[src/rtl/mask_encoder32to5.sv]
// mask_encoder32to5: sequential priority encoder over a multi-hot mask.
// Captures a WIDTH-bit mask on LOAD while idle and emits the index of
// each set bit, lowest first, one per OUT_VALID/OUT_READY transfer.
// DONE pulses for one cycle after the last index is taken, or after a
// LOAD of an all-zero mask.
//
// Ports:
//   CLK        clock, rising edge
//   RST        synchronous reset, active-high
//   LOAD       capture MASK (ignored while BUSY)
//   MASK       multi-hot mask to encode
//   BUSY       high while emitting
//   OUT_VALID  OUT holds a valid index
//   OUT_READY  consumer accepts OUT this cycle
//   OUT        lowest pending index (0 when idle)
//   COUNT      number of pending set bits
//   DONE       one-cycle completion pulse
module mask_encoder32to5 #(
    parameter int unsigned WIDTH = 32,  // must equal 2**IDX_W
    parameter int unsigned IDX_W = 5
) (
    input  logic             CLK,
    input  logic             RST,
    input  logic             LOAD,
    input  logic [WIDTH-1:0] MASK,
    output logic             BUSY,
    output logic             OUT_VALID,
    input  logic             OUT_READY,
    output logic [IDX_W-1:0] OUT,
    output logic [IDX_W:0]   COUNT,
    output logic             DONE
);

    localparam int unsigned CNT_W = IDX_W + 1;

    typedef enum logic {
        ST_IDLE = 1'b0,
        ST_EMIT = 1'b1
    } state_t;

    state_t             state;
    state_t             state_next;
    logic [WIDTH-1:0]   pending;
    logic [WIDTH-1:0]   pending_next;
    logic               done_next;
    logic [IDX_W-1:0]   low_idx;
    logic [CNT_W-1:0]   pop_cnt;

    // Lowest set bit of pending; scanning downward lets the lowest hit win.
    always_comb begin
        low_idx = '0;
        for (int i = WIDTH - 1; i >= 0; i--) begin
            if (pending[i]) begin
                low_idx = IDX_W'(i);
            end
        end
    end

    // Popcount of pending.
    always_comb begin
        pop_cnt = '0;
        for (int i = 0; i < WIDTH; i++) begin
            pop_cnt = pop_cnt + CNT_W'(pending[i]);
        end
    end

    // Next-state, pending update and completion pulse.
    always_comb begin
        state_next   = state;
        pending_next = pending;
        done_next    = 1'b0;
        case (state)
            ST_IDLE: begin
                if (LOAD) begin
                    if (MASK != '0) begin
                        pending_next = MASK;
                        state_next   = ST_EMIT;
                    end else begin
                        done_next = 1'b1;
                    end
                end
            end
            ST_EMIT: begin
                if (OUT_READY) begin
                    pending_next[low_idx] = 1'b0;
                    if (pop_cnt == CNT_W'(1)) begin
                        state_next = ST_IDLE;
                        done_next  = 1'b1;
                    end
                end
            end
            default: begin
                state_next   = ST_IDLE;
                pending_next = '0;
            end
        endcase
    end

    // State register.
    always_ff @(posedge CLK) begin
        if (RST) begin
            state   <= ST_IDLE;
            pending <= '0;
            DONE    <= 1'b0;
        end else begin
            state   <= state_next;
            pending <= pending_next;
            DONE    <= done_next;
        end
    end

    // Outputs decoded from registered state; pending is zero whenever idle.
    assign BUSY      = (state == ST_EMIT);
    assign OUT_VALID = BUSY;
    assign OUT       = BUSY ? low_idx : '0;
    assign COUNT     = pop_cnt;

endmodule

[config.mk]
export PLATFORM = sky130hd
export DESIGN_NAME = mask_encoder32to5
export DESIGN_NICKNAME = d
export VERILOG_FILES = /design/src/rtl/mask_encoder32to5.sv
export SDC_FILE = /design/constraint.sdc
export NUM_CORES = 1
export LEC_CHECK = 0
export ABC_CLOCK_PERIOD_IN_PS = 6600
export BUFFER_PORTS_ARGS = -buffer_cell sky130_fd_sc_hd__buf_2
export CAP_MARGIN = 20
export CORE_MARGIN = 5
export CORE_UTILIZATION = 55
export CTS_CLUSTER_DIAMETER = 200
export DETAILED_ROUTE_END_ITERATION = 10
export GPL_TIMING_DRIVEN = 0
export PLACE_DENSITY = 0.89
export SYNTH_ARGS = -nofsm -noshare
export SYNTH_HDL_FRONTEND = slang
export SYNTH_SLANG_ARGS = --single-unit
export TNS_END_PERCENT = 50
[constraint.sdc]
create_clock -name CLK -period 6.6 [get_ports CLK]
set_clock_uncertainty 0.15 [all_clocks]
set_input_delay 0.33 -clock CLK [delete_from_list [all_inputs] [get_ports CLK]]
set_output_delay 0.33 -clock CLK [all_outputs]
set_load 0.02 [all_outputs]
# == Word-level counts from Yosys, hierarchy flattened ==
# Index checks and enable logic that the tools add are counted.
# word_totals
reg_bits,34
latch_bits,0
ramBits,0
rom_bits,0
input_bits,36
output_inout_bits,14
wordCells,95
n_memories,0
# op_classes
addsub,31
mul,0
n_div,0
magnitude_cmp,2
eq_ne,4
shifts,0
muxes,49
bitwise_logic,3
reduce_logical,3
# op_table
operator,n
2-to-1 mux 5 bit,33
adder 6 x 1 -> 6 bit,26
2-to-1 mux 32 bit,3
case mux 32 bit (2 select lines),1
bitwise AND 32 bit,1
NOT 32 bit,1
nonzero test 32 bit,1
2-to-1 mux 1 bit,9
adder 5 x 1 -> 6 bit,1
"equality test 6 x 1 -> 1 bit, second input constant",1
"< comparator 5 x 6 -> 1 bit, second input constant",1
"!= test 2 bit, second input constant",3
adder 4 x 1 -> 5 bit,1
demux 1 bit (select 5 bit),1
"greater-or-equal comparator 5 x 1 -> 1 bit, second input constant",1
adder 3 x 1 -> 4 bit,1
case mux 1 bit (2 select lines),2
adder 2 x 1 -> 3 bit,1
AND reduction 3 bit,1
adder 1 x 1 -> 2 bit,1
logical AND 1 bit,1
NOT 1 bit,1

# == Logic depth before layout (Yosys ltp) ==
# depth
depth_word,40
mapped_depth,19
ltp_nobuf,19

# == Worst setup path before layout ==
# Ideal clock, no wire load.
# synth_timing
path_type,reg-to-reg
start,register pending[23]
end,register state (netlist: BUSY)
setup_ns,0.072
arrival_ns,4.930
t_required_ns,6.378
setup_slack_ns,1.449
stages_incl_launch_ff,18
path_buffers,0
synth_period_minus_slack_ns,5.151
path_cell_list,dfxtp_1 inv_1 fa_1 fa_1 inv_1 fa_1 inv_1 fa_1 fa_1 fa_1 inv_1 ha_1 inv_1 fa_1 xnor2_1 nor3_1 a31o_2 a21oi_1
# synth_via
elab_chain_len,13
# synth_rtl
element,line_no,rtl
start: declaration,43,logic [WIDTH-1:0] pending;
start signal: assignment,107,pending <= pending_next;
adder 6 x 1 -> 6 bit (9 in a row),63,pop_cnt = pop_cnt + CNT_W'(pending[i]);
net COUNT[2],30,"output logic [IDX_W:0] COUNT,"
equality test 6 x 1 -> 1 bit,86,if (pop_cnt == CNT_W'(1)) begin
2-to-1 mux 1 bit,86,
2-to-1 mux 1 bit,84,if (OUT_READY) begin
case mux 1 bit (2 select lines),72,case (state)
end signal: assignment,106,state <= state_next;
end: declaration,41,state_t state;
# The timed path passes the listed nets, and every way through them passes these cells.
# A chain may end at the register's enable or synchronous reset.

# == Worst setup path in the final report ==
# layout_timing
start,register pending[9]
end,output COUNT[4]
# layout_via
elab_chain_len,23
# layout_rtl
element,line_no
adder 6 x 1 -> 6 bit (23 in a row),63
end: declaration,30
# Every way passes these cells.

==> metrics.txt <==
synthesized cell area=approximately 3300 sq um; FF+latch count, synth=34; most frequent cells in the layout=buf_2 (51), nor2_1 (40), inv_1 (38); Worst path depth=17; main area contributors after synthesis=dfxtp_1 (21%), fa_1 (15%), nor2_1 (4.6%); die width=just under 90 microns; Root Driver=clkbuf_8; routed length per instance=roughly 22 microns; worst r2r dst=BUSY; cts repair resizes=0; GRT Overall Usage=0.3127; min cycle time layout=roughly 5.9 ns; first element of the critical path=pending[9]; Post-synth EDFFs=0; worst min-delay path class=input port to flip-flop; post-synth top area share=0.2078; Max Slew Vio Count=0; drt initial violations=about 360; TNS Setup=0 ns; Via Count=~3500; Final nets=517; post-synthesis sequential area ratio=0.2078; # diodes=0; Yosys warning total=0; mean post-synth cell area=just over 8 sq um; Routed Antenna Nets=0; Max-slew headroom=0.5336; crit end category=output pin; most common cell after layout, fill and taps aside=buf_2; FMAX=roughly 0.17 GHz; Placeable Area=5851 sq um; Gate Count Post-Synth=between 300 and 400; r2r worst-path depth=17; status=finished, final reports clean; total gr overflow=0; Detailed Place HPWL=between 9000 and 10000 microns; Clock Sinks=34; Worst-Skew Late Latency=0.30 ns; fill count=~540; Crit path largest cell delay=~0.54 ns; Hold Violations, Final=0; final setup vio count=0; launch point of the worst reg-to-reg path=pending[9]; syn nets=around 460; final worst path period share=0.8919; area leader, netlist=dfxtp_1; setup bufs post-CTS=0; P&R area growth vs syn=12.99%; Routed WL=about 11000 microns; max_cap viols=0; vias in the first global route=roughly 3500; Hold Buf Count CTS=0; crit path to=COUNT[4]; Tightest Pin Transition=~0.68 ns; register area=680.7 sq um; vias per cell=6.629; startpoint types=flip-flop; die area=7599 sq um; Most Frequent Cell on Critical Path=fa_1; CP arrival=5.41 ns; die height=a little under 90 microns; DRC violations left=0; Crit path required time=approximately 6.1 ns; multi-input combinational cell area=roughly 2400 sq um; PortBufs=48; Async SR Flop Fraction=0; largest net degree at the start of global routing=11; CP top delay family=adder cells; Crit-path slowest cell=fa_1; register-to-register setup slack=around 1.1 ns; Pre-antenna DRT Iters=6; CP Buf/Inv Count=5; CTS buffer count=5; crit-path cells=inv_1, fa_1, fa_1, fa_1, fa_1, fa_1, fa_1, inv_1, ha_1, inv_1, fa_1, nor2b_1, o21ai_0, nand2b_1, xnor2_1, inv_1, buf_2; GP Congestion=~1.0; Reg clk slew, reported paths=0.08 ns; RSZ-0062 raised after global routing=false; Max Root-Sink Buffers=2; leading register cell type out of synthesis=dfxtp_1; Top Ports=50; initial antenna violation count=0; CTS tree=built; largest fanout on the critical path=5; layout cells sized above 1=0.2040; Initial Util=0.5599; Setup Crit Path Kind=flip-flop to output pin; Clock H-tree levels=2; Distinct cells, synth=63; first-pass GRT wire length=between 15000 and 20000 microns; row count=28
-- worst reg2reg max path, cell delays in order (launching register included) --
cell and delay, ns:
dfxtp_1 0.52, inv_1 0.21, fa_1 0.54, fa_1 0.43, fa_1 0.49, fa_1 0.52
fa_1 0.54, fa_1 0.42, inv_1 0.09, ha_1 0.18, inv_1 0.06, fa_1 0.41
nor2b_1 0.12, o21ai_0 0.08, nand2b_1 0.09, xnor2_1 0.19, a31o_2 0.24, a21oi_1 0.07
-- logic make-up (layout without fill, tap and decap cells) --
logic type	after synthesis	after routing	share of synthesized area
compound gates	109	109	0.2555
xor+xnor	3	3	0.008023
fa+ha+maj	31	31	0.1734
buf+inv	56	112	0.06646
flops	34	34	0.2078
mux	10	10	0.03094
simple gates	152	152	0.2578
-- registers in the layout, summed over array words and instances, names as in the netlist --
register / cells
pending: 32
DONE: 1
BUSY: 1
-- synth_stat cells, drive strengths merged (2+ instances only) --
cell,n
a221oi,5
nand3,6
or2,2
and2,6
nor2,43
a31o,2
clkbuf,13
o311ai,2
or4,3
nor4,17
dfxtp,34
and4,2
a21oi,24
or3,4
buf,4
nand4,5
a311oi,4
a2111oi,5
a31oi,13
ha,7
nor3,9
a311o,3
a211oi,11
inv,39
nand2b,3
mux2i,9
o21ai,14
nor3b,2
o22ai,5
nor2b,8
o211a,2
a32o,2
and3,4
xnor2,3
a21o,7
nand2,34
fa,24
o211ai,5
-- final cells by class --
class,count,share of cell area
Timing Repair Buffer,48,0.06491
Tap cell,75,0.02535
Multi-Input combinational cell,305,0.6423
Clock inverter,1,0.001352
Buffer,17,0.01927
Sequential cell,34,0.1839
Clock buffer,7,0.02333
Inverter,39,0.03955
-- layer usage --
metal	vias to the layer above	share of wire	global-route usage
met1	1621	0.36	0.3800
li1	1546	-	-
met5	-	0	0
met3	57	0.12	0.07758
met4	0	0.038	0.1311
met2	263	0.48	0.5259
-- stage by stage --
stage	hold slack (ns)	worst slack (ns)	utilization	std cells	cell area, sq um
6_report	0.1090	0.7132	0.6326	526	3701
3_3_place_gp	0.3837	1.182	0.6170	518	3610
3_5_place_dp	0.3835	1.095	0.6170	518	3610
4_1_cts	0.1090	0.7480	0.6326	526	3701
5_1_grt	0.1154	0.5038	0.6326	526	3701
2_1_floorplan	0.3058	1.449	-	395	3276
-- how the worst min path moves through the flow --
stage	depth (start not counted)	start	end
3_5_place_dp	2	pending[30]	pending[30]
3_3_place_gp	2	pending[30]	pending[30]
6_report	2	MASK[21]	pending[21]
5_1_grt	2	MASK[21]	pending[21]
4_1_cts	2	MASK[21]	pending[21]
2_1_floorplan	1	MASK[20]	pending[20]
Power is not shown: default switching activity piles up to over one toggle a cycle in this logic, so the estimate is an artifact.
